==> config.mk <==
export PLATFORM = sky130hd
export DESIGN_NAME = pixel_prefetch_fifo
export DESIGN_NICKNAME = d
export VERILOG_FILES = /design/src/rtl/vga_pkg.sv /design/src/rtl/sync_fifo.sv /design/src/rtl/pixel_prefetch_fifo.sv
export SDC_FILE = /design/constraint.sdc
export NUM_CORES = 1
export LEC_CHECK = 0
export BUFFER_PORTS_ARGS = -buffer_cell sky130_fd_sc_hd__buf_2
export CORE_ASPECT_RATIO = 0.8
export CORE_MARGIN = 8
export CORE_UTILIZATION = 30
export DETAILED_ROUTE_END_ITERATION = 7
export GPL_TIMING_DRIVEN = 0
export SYNTH_ARGS = -nofsm -noshare
export SYNTH_HDL_FRONTEND = slang
export SYNTH_SLANG_ARGS = --single-unit
==> constraint.sdc <==
create_clock -name clock -period 3.9 [get_ports clock]
set_clock_uncertainty 0.05 [all_clocks]
set_input_delay 0.585 -clock clock [delete_from_list [all_inputs] [get_ports clock]]
set_output_delay 0.585 -clock clock [all_outputs]
set_load 0.02 [all_outputs]
==> src/rtl/vga_pkg.sv <==
// vga_pkg -- shared types and constants for the pixel prefetch path.
//   rgb332_t       : one pixel, r[7:5] g[4:2] b[1:0]
//   fetch_state_t  : framebuffer fetch FSM states (IDLE, REQ, DONE)
//   H_ACTIVE, V_ACTIVE, PIX_PER_WORD : visible frame geometry and packing
//   FRAME_WORDS_DEFAULT : 32-bit words in one 640x480 RGB332 frame
package vga_pkg;

  localparam int H_ACTIVE            = 640;
  localparam int V_ACTIVE            = 480;
  localparam int PIX_PER_WORD        = 4;
  localparam int FRAME_WORDS_DEFAULT = H_ACTIVE * V_ACTIVE / PIX_PER_WORD;

  typedef struct packed {
    logic [2:0] r;
    logic [2:0] g;
    logic [1:0] b;
  } rgb332_t;

  typedef enum logic [1:0] {
    IDLE = 2'd0,
    REQ  = 2'd1,
    DONE = 2'd2
  } fetch_state_t;

endpackage

==> src/rtl/sync_fifo.sv <==
// sync_fifo -- single-clock FIFO with a combinational head word.
// Parameters: WIDTH (word width), DEPTH (entries, power of two, >= 2).
// Ports:
//   clock  : rising-edge clock
//   reset  : asynchronous active-low reset (empties the FIFO)
//   flush  : synchronous empty, takes priority over push/pop
//   push   : write wdata (accepted when not full, or when popping too)
//   wdata  : write data
//   pop    : drop the head word (ignored when empty)
//   rdata  : current head word
//   full   : DEPTH words stored
//   empty  : no words stored
//   count  : current occupancy, 0..DEPTH
module sync_fifo #(
  parameter int WIDTH = 32,
  parameter int DEPTH = 8,
  localparam int AW   = $clog2(DEPTH)
) (
  input  logic             clock,
  input  logic             reset,
  input  logic             flush,
  input  logic             push,
  input  logic [WIDTH-1:0] wdata,
  input  logic             pop,
  output logic [WIDTH-1:0] rdata,
  output logic             full,
  output logic             empty,
  output logic [AW:0]      count
);

  logic [WIDTH-1:0] mem_reg [DEPTH];
  logic [AW-1:0]    wr_ptr_reg;
  logic [AW-1:0]    rd_ptr_reg;
  logic [AW:0]      count_reg;
  logic             do_push;
  logic             do_pop;

  assign do_pop  = pop && !empty;
  // A full FIFO still accepts a push when the head leaves in the same cycle.
  assign do_push = push && (!full || do_pop);

  always_ff @(posedge clock or negedge reset) begin
    if (!reset) begin
      wr_ptr_reg <= '0;
      rd_ptr_reg <= '0;
      count_reg  <= '0;
    end else if (flush) begin
      wr_ptr_reg <= '0;
      rd_ptr_reg <= '0;
      count_reg  <= '0;
    end else begin
      if (do_push) wr_ptr_reg <= wr_ptr_reg + {{(AW-1){1'b0}}, 1'b1};
      if (do_pop)  rd_ptr_reg <= rd_ptr_reg + {{(AW-1){1'b0}}, 1'b1};
      if (do_push && !do_pop)      count_reg <= count_reg + {{AW{1'b0}}, 1'b1};
      else if (do_pop && !do_push) count_reg <= count_reg - {{AW{1'b0}}, 1'b1};
    end
  end

  always_ff @(posedge clock) begin
    if (do_push) mem_reg[wr_ptr_reg] <= wdata;
  end

  assign rdata = mem_reg[rd_ptr_reg];
  // DEPTH is a power of two, so the count MSB alone marks "full".
  assign full  = count_reg[AW];
  assign empty = (count_reg == '0);
  assign count = count_reg;

endmodule

==> src/rtl/pixel_prefetch_fifo.sv <==
// pixel_prefetch_fifo -- prefetches framebuffer words into a FIFO and hands
// them out one RGB332 pixel at a time (big-endian byte order in each word).
// Optional build macro: PIXEL_PREFETCH_STATS_EN adds the underrun_cnt port.
// Ports:
//   clock, reset      : rising-edge clock, asynchronous active-low reset
//   frame_start       : one-cycle pulse; flush FIFO and refetch from BASE_ADDR
//   pix_req           : consumer takes one pixel this cycle
//   pix_data          : head pixel (8'h00 when nothing is buffered)
//   pix_valid         : a buffered pixel is available
//   underrun          : sticky, pix_req seen while pix_valid was low
//   mem_addr, mem_rd  : word read request (address held until mem_ack)
//   mem_ack, mem_rdata: read completion and data
//   underrun_cnt      : (stats build only) saturating underrun counter
module pixel_prefetch_fifo
  import vga_pkg::*;
#(
  parameter int          DEPTH       = 8,
  parameter logic [31:0] BASE_ADDR   = 32'h4000_0000,
  parameter int          FRAME_WORDS = FRAME_WORDS_DEFAULT
) (
  input  logic        clock,
  input  logic        reset,
  input  logic        frame_start,
  input  logic        pix_req,
  output logic [7:0]  pix_data,
  output logic        pix_valid,
  output logic        underrun,
  output logic [31:0] mem_addr,
  output logic        mem_rd,
  input  logic        mem_ack,
  input  logic [31:0] mem_rdata
`ifdef PIXEL_PREFETCH_STATS_EN
  ,
  output logic [15:0] underrun_cnt
`endif
);

  localparam int             AW        = $clog2(DEPTH);
  localparam int             CW        = $clog2(FRAME_WORDS + 1);
  localparam logic [CW-1:0]  FRAME_C   = CW'(FRAME_WORDS);
  localparam logic [CW-1:0]  LAST_WORD = CW'(FRAME_WORDS - 1);
  localparam logic [AW:0]    DEPTH_C   = {1'b1, {AW{1'b0}}};

  fetch_state_t  state_reg, state_next;
  logic [31:0]   addr_reg;
  logic [CW-1:0] words_reg;
  logic [1:0]    byte_idx_reg;
  logic          underrun_reg;

  logic          fifo_push, fifo_pop, fifo_full, fifo_empty;
  logic [31:0]   fifo_head;
  logic [AW:0]   fifo_count;
  logic          ack_taken, take_pix, miss;
  logic [7:0]    lane [PIX_PER_WORD];
  rgb332_t       pix_sel;

  // frame_start wins over any coincident ack or consumer request.
  assign ack_taken = (state_reg == REQ) && mem_ack && !frame_start;
  assign take_pix  = pix_req && pix_valid && !frame_start;
  assign miss      = pix_req && !pix_valid && !frame_start;
  // Only one read is ever outstanding and it is only issued with room left,
  // so the full gate never blocks a legitimate push.
  assign fifo_push = ack_taken && !fifo_full;
  assign fifo_pop  = take_pix && (byte_idx_reg == 2'd3);

  sync_fifo #(
    .WIDTH (32),
    .DEPTH (DEPTH)
  ) u_fifo (
    .clock (clock),
    .reset (reset),
    .flush (frame_start),
    .push  (fifo_push),
    .wdata (mem_rdata),
    .pop   (fifo_pop),
    .rdata (fifo_head),
    .full  (fifo_full),
    .empty (fifo_empty),
    .count (fifo_count)
  );

  always_comb begin
    state_next = state_reg;
    mem_rd     = 1'b0;
    unique case (state_reg)
      IDLE: if ((words_reg < FRAME_C) && (fifo_count < DEPTH_C)) state_next = REQ;
      REQ: begin
        mem_rd = 1'b1;
        if (ack_taken) state_next = (words_reg == LAST_WORD) ? DONE : IDLE;
      end
      DONE:    state_next = DONE;
      default: state_next = IDLE;
    endcase
    if (frame_start) state_next = IDLE;
  end

  always_ff @(posedge clock or negedge reset) begin
    if (!reset) begin
      state_reg    <= IDLE;
      addr_reg     <= BASE_ADDR;
      words_reg    <= '0;
      byte_idx_reg <= 2'd0;
      underrun_reg <= 1'b0;
    end else begin
      state_reg <= state_next;
      if (frame_start) begin
        addr_reg     <= BASE_ADDR;
        words_reg    <= '0;
        byte_idx_reg <= 2'd0;
        underrun_reg <= 1'b0;
      end else begin
        if (ack_taken) begin
          addr_reg  <= addr_reg + 32'd4;
          words_reg <= words_reg + CW'(1);
        end
        // Two-bit index wraps 3 -> 0 exactly when the head word is popped.
        if (take_pix) byte_idx_reg <= byte_idx_reg + 2'd1;
        if (miss)     underrun_reg <= 1'b1;
      end
    end
  end

`ifdef PIXEL_PREFETCH_STATS_EN
  logic [15:0] underrun_cnt_reg;
  always_ff @(posedge clock or negedge reset) begin
    if (!reset) begin
      underrun_cnt_reg <= 16'h0000;
    end else if (frame_start) begin
      underrun_cnt_reg <= 16'h0000;
    end else if (miss && (underrun_cnt_reg != 16'hFFFF)) begin
      underrun_cnt_reg <= underrun_cnt_reg + 16'h0001;
    end
  end
  assign underrun_cnt = underrun_cnt_reg;
`endif

  // Byte lane 0 is the most significant byte of the head word.
  generate
    for (genvar gi = 0; gi < PIX_PER_WORD; gi++) begin : g_lane
      assign lane[gi] = fifo_head[31 - 8*gi -: 8];
    end
  endgenerate

  assign pix_sel   = rgb332_t'(lane[byte_idx_reg]);
  assign pix_valid = !fifo_empty;
  assign pix_data  = pix_valid ? pix_sel : 8'h00;
  assign underrun  = underrun_reg;
  assign mem_addr  = addr_reg;

endmodule

==> impl_metrics.py <==
metrics = {
    "yosys": {
        "synthTopCellsByArea": "edfxtp_1, dfrtp_1, mux4_2",
        "ys_ff_latch": 318,
        "synth-edff-count": 256,
        "syn_area_per_cell_um2": 16.7,
        "ys.flop_type": "edfxtp_1",
        "yosysTopAreaCellShare_pct": 58.6,
        "yosysMostFrequentCell": "edfxtp_1",
        "ys_seq_area_share_pct": 70.4,
        "yosys_warnings": 0,
        "synth_common_cells": "edfxtp_1, dfrtp_1, mux4_2",
        "synthCells": 785,
        "synthArstFlopShare_pct": 19.5,
        "synthesis.area_um2": 13100,
        "synth_top_cell_by_area": "edfxtp_1",
        "ys_types": 59,
    },
    "cts": {
        "clk_pin_slew_ns": 0.06,
        "cts_buffers": 35,
        "max-clock-path-buffers": 3,
        "clock-root-buffer": "clkbuf_16",
        "cts_tree": "yes",
        "cts_sinks": 318,
        "post_cts_buffers": 0,
        "clk_latency_ns": 0.52,
        "htree_num_levels": 2,
    },
    "power": {
        "switchingPower_mw": 1.59,
        "p_clk_share_pct": 44.3,
        "comb_power_share_pct": 4.9,
        "p_per_area_nw_per_um2": 467,
        "leakage_nw": 5.26,
        "p_int_mw": 5.72,
        "switching_share_pct": 21.8,
        "p_seq_share_pct": 50.8,
        "peakVddDrop_uv": 271,
    },
    "floorplan": {
        "die_x_um": 250,
        "start_util_pct": 30.4,
        "num_rows": 68,
        "die-height_um": 203,
        "pin_count": 80,
        "core_um2": 43100,
        "dieArea_um2": 50700,
    },
    "route": {
        "via_count": 7490,
        "via_per_inst": 5.00,
        "drt_first_pass_iters": 4,
        "drt_iter0_markers": 631,
        "drt-total-wl_um": 31200,
        "detail-route-antenna-nets": 0,
        "route.detailed.drc": 0,
        "wire_per_inst_um": 20.8,
    },
    "placed_design": {
        "place.gp.congestion": 0.787,
        "place_area_um2": 14500,
        "hpwl_um": 20600,
        "portBuffers": 77,
    },
    "worst_setup_path": {
        "path_class": "reg2out",
        "cp.arrival_ns": 3.12,
        "r2r_end": "u_fifo.mem_reg[1][17]$_DFFE_PP_",
        "cp-endpoint": "pix_data[7]",
        "end_kind": "output port",
        "r2r_slack_ns": 0.91,
        "cp.required_ns": 3.26,
        "start_kind": "flop",
        "reg2regPathDepth": 6,
        "regToRegStartpoint": "state_reg[1]$_DFFE_PN0P_",
        "crit_fanout": 10,
        "crit_start": "u_fifo.rd_ptr_reg[2]$_DFFE_PN0P_",
    },
    "sta": {
        "final-max-slew-violation-count": 0,
        "finalHoldViolations": 0,
        "tightest_slew_ns": 0.953,
        "fin_crit_ns": 3.76,
        "slew_headroom_pct": 35.6,
        "setup_violations": 0,
        "max_freq_ghz": 0.266,
        "whs_ns": 0.106,
        "fin_crit_sh_pct": 96.4,
        "rsz0062_at_grt": "false",
    },
    "cells_and_area": {
        "fin_util_pct": 36.3,
        "largest_reg_flops": 256,
        "design_area_um2": 15600,
        "nets": 956,
        "drive_gt1_share_pct": 24.8,
        "syn_to_final_growth_pct": 19.2,
    },
    "flow_run": {
        "drv_cap": 0,
    },
    "global_routing": {
        "grt_pass1_wl_um": 47100,
        "grt_max_degree": 63,
        "grt_overflow": 0,
        "grt_use_total_pct": 12.0,
        "antenna_found_initial": 5,
        "grt_pass1_vias": 7579,
    },
    "outcome": {
        "status": "complete, no violations",
    },
    "hold_path": {
        "hold_class": "in2async",
    },
}
## cell usage in the layout, fill, tap and decap left out, types with 4 or more instances in the layout
master     synthesis  layout
or4_1             20      20
mux2i_1           32      32
buf_4              9      12
buf_6              1       7
nand4_1           12      12
edfxtp_1         256     256
a221o_1            8       8
inv_1             12      12
or3_1             13      13
buf_2              8      82
o21ai_0           16      16
a221oi_1           6       6
clkbuf_1          22      28
nor2b_1            5       5
nand2_1           34      34
xor2_1            10      10
a31oi_1            9       8
a22oi_1            8       8
and3_1             4       4
nand2b_1           5       5
nand3_1           16      16
ha_1               7       7
clkinv_1           0       4
o31ai_1           17      17
nor3_1            10       8
dfrtp_1           61      61
a21oi_1           38      38
clkbuf_16          0      36
nor2_1            36      30
xnor2_1           12      12
nor2_4             0       6
mux4_2            56      56
## routing by layer
metal / vias to the layer above / part of all wire [%] / track usage, %
met5: - / 0.077 / 0
met4: 4 / 1.8 / 3.32
met3: 39 / 5.5 / 2.43
met2: 193 / 47 / 19.1
met1: 3854 / 46 / 16.8
li1: 3400 / - / -
## power groups by stage
stage	Sequential (mW)	Combinational (mW)	Clock, mW
global placement	3.79	0.341	0
floorplan	3.79	0.175	0
finish	3.72	0.356	3.24
CTS	3.72	0.360	3.31
detailed placement	3.79	0.359	0
global route	3.72	0.386	3.43
## metrics by stage
step	setup WS [ns]	power (mW)	cells	TNS, ns
final	0.142	7.31	1497	0
after global placement	-2.64	4.13	1423	-348.48
after detailed placement	0.228	4.15	1436	0
after floorplan	0.000649	3.96	786	0
after global routing	0.00123	7.53	1495	0
after CTS	0.0214	7.39	1495	0
## cell families after synthesis
kind of cell / synth area share, %
flops: 70.4
simple gates: 7.19
compound gates: 5.93
mux: 12.1
buf+inv: 2.05
xor+xnor: 1.47
fa+ha+maj: 0.820
other cells: 0.0286
## area by class of cell
cell class              count  area, um^2
fillers                  3985       27500
inverters                  13        48.8
well taps                 560         701
repair buffers             90         617
clock inverters            15         173
flip-flops and latches    318        9240
multi-input cells         410        3690
clock buffers              46         938
plain buffers              43         234
diodes                      2        5.00
## worst min-delay path by stage
stage / startpoint / slack (ns) / cells past startpoint / end
floorplan: reset / 0.24 / 0 / byte_idx_reg[0]$_DFFE_PN0P_
global placement: underrun$_DFFE_PN0P_ / 0.45 / 2 / underrun$_DFFE_PN0P_
detailed placement: underrun$_DFFE_PN0P_ / 0.45 / 2 / underrun$_DFFE_PN0P_
CTS: reset / 0.14 / 1 / mem_addr[27]$_DFFE_PN0P_
global route: reset / 0.18 / 1 / mem_addr[27]$_DFFE_PN0P_
finish: reset / 0.11 / 1 / mem_addr[15]$_DFFE_PN0P_
## repair_timing
| item | 4_1_cts | 5_1_grt |
|---|---|---|
| resized for setup | 9 | 2 |
| hold buffers | 0 | 0 |
| endpoints found under the setup margin | 7 | 3 |
## critical path, stage by stage (launching register included)
cell and delay (ns):
dfrtp_1 0.58, buf_2 0.40, clkdlybuf4s18_2 0.50, mux4_2 0.37, o21ai_0 0.35, a31oi_1 0.19, buf_2 0.22
Note: power is estimated with default switching activity, not from simulation.
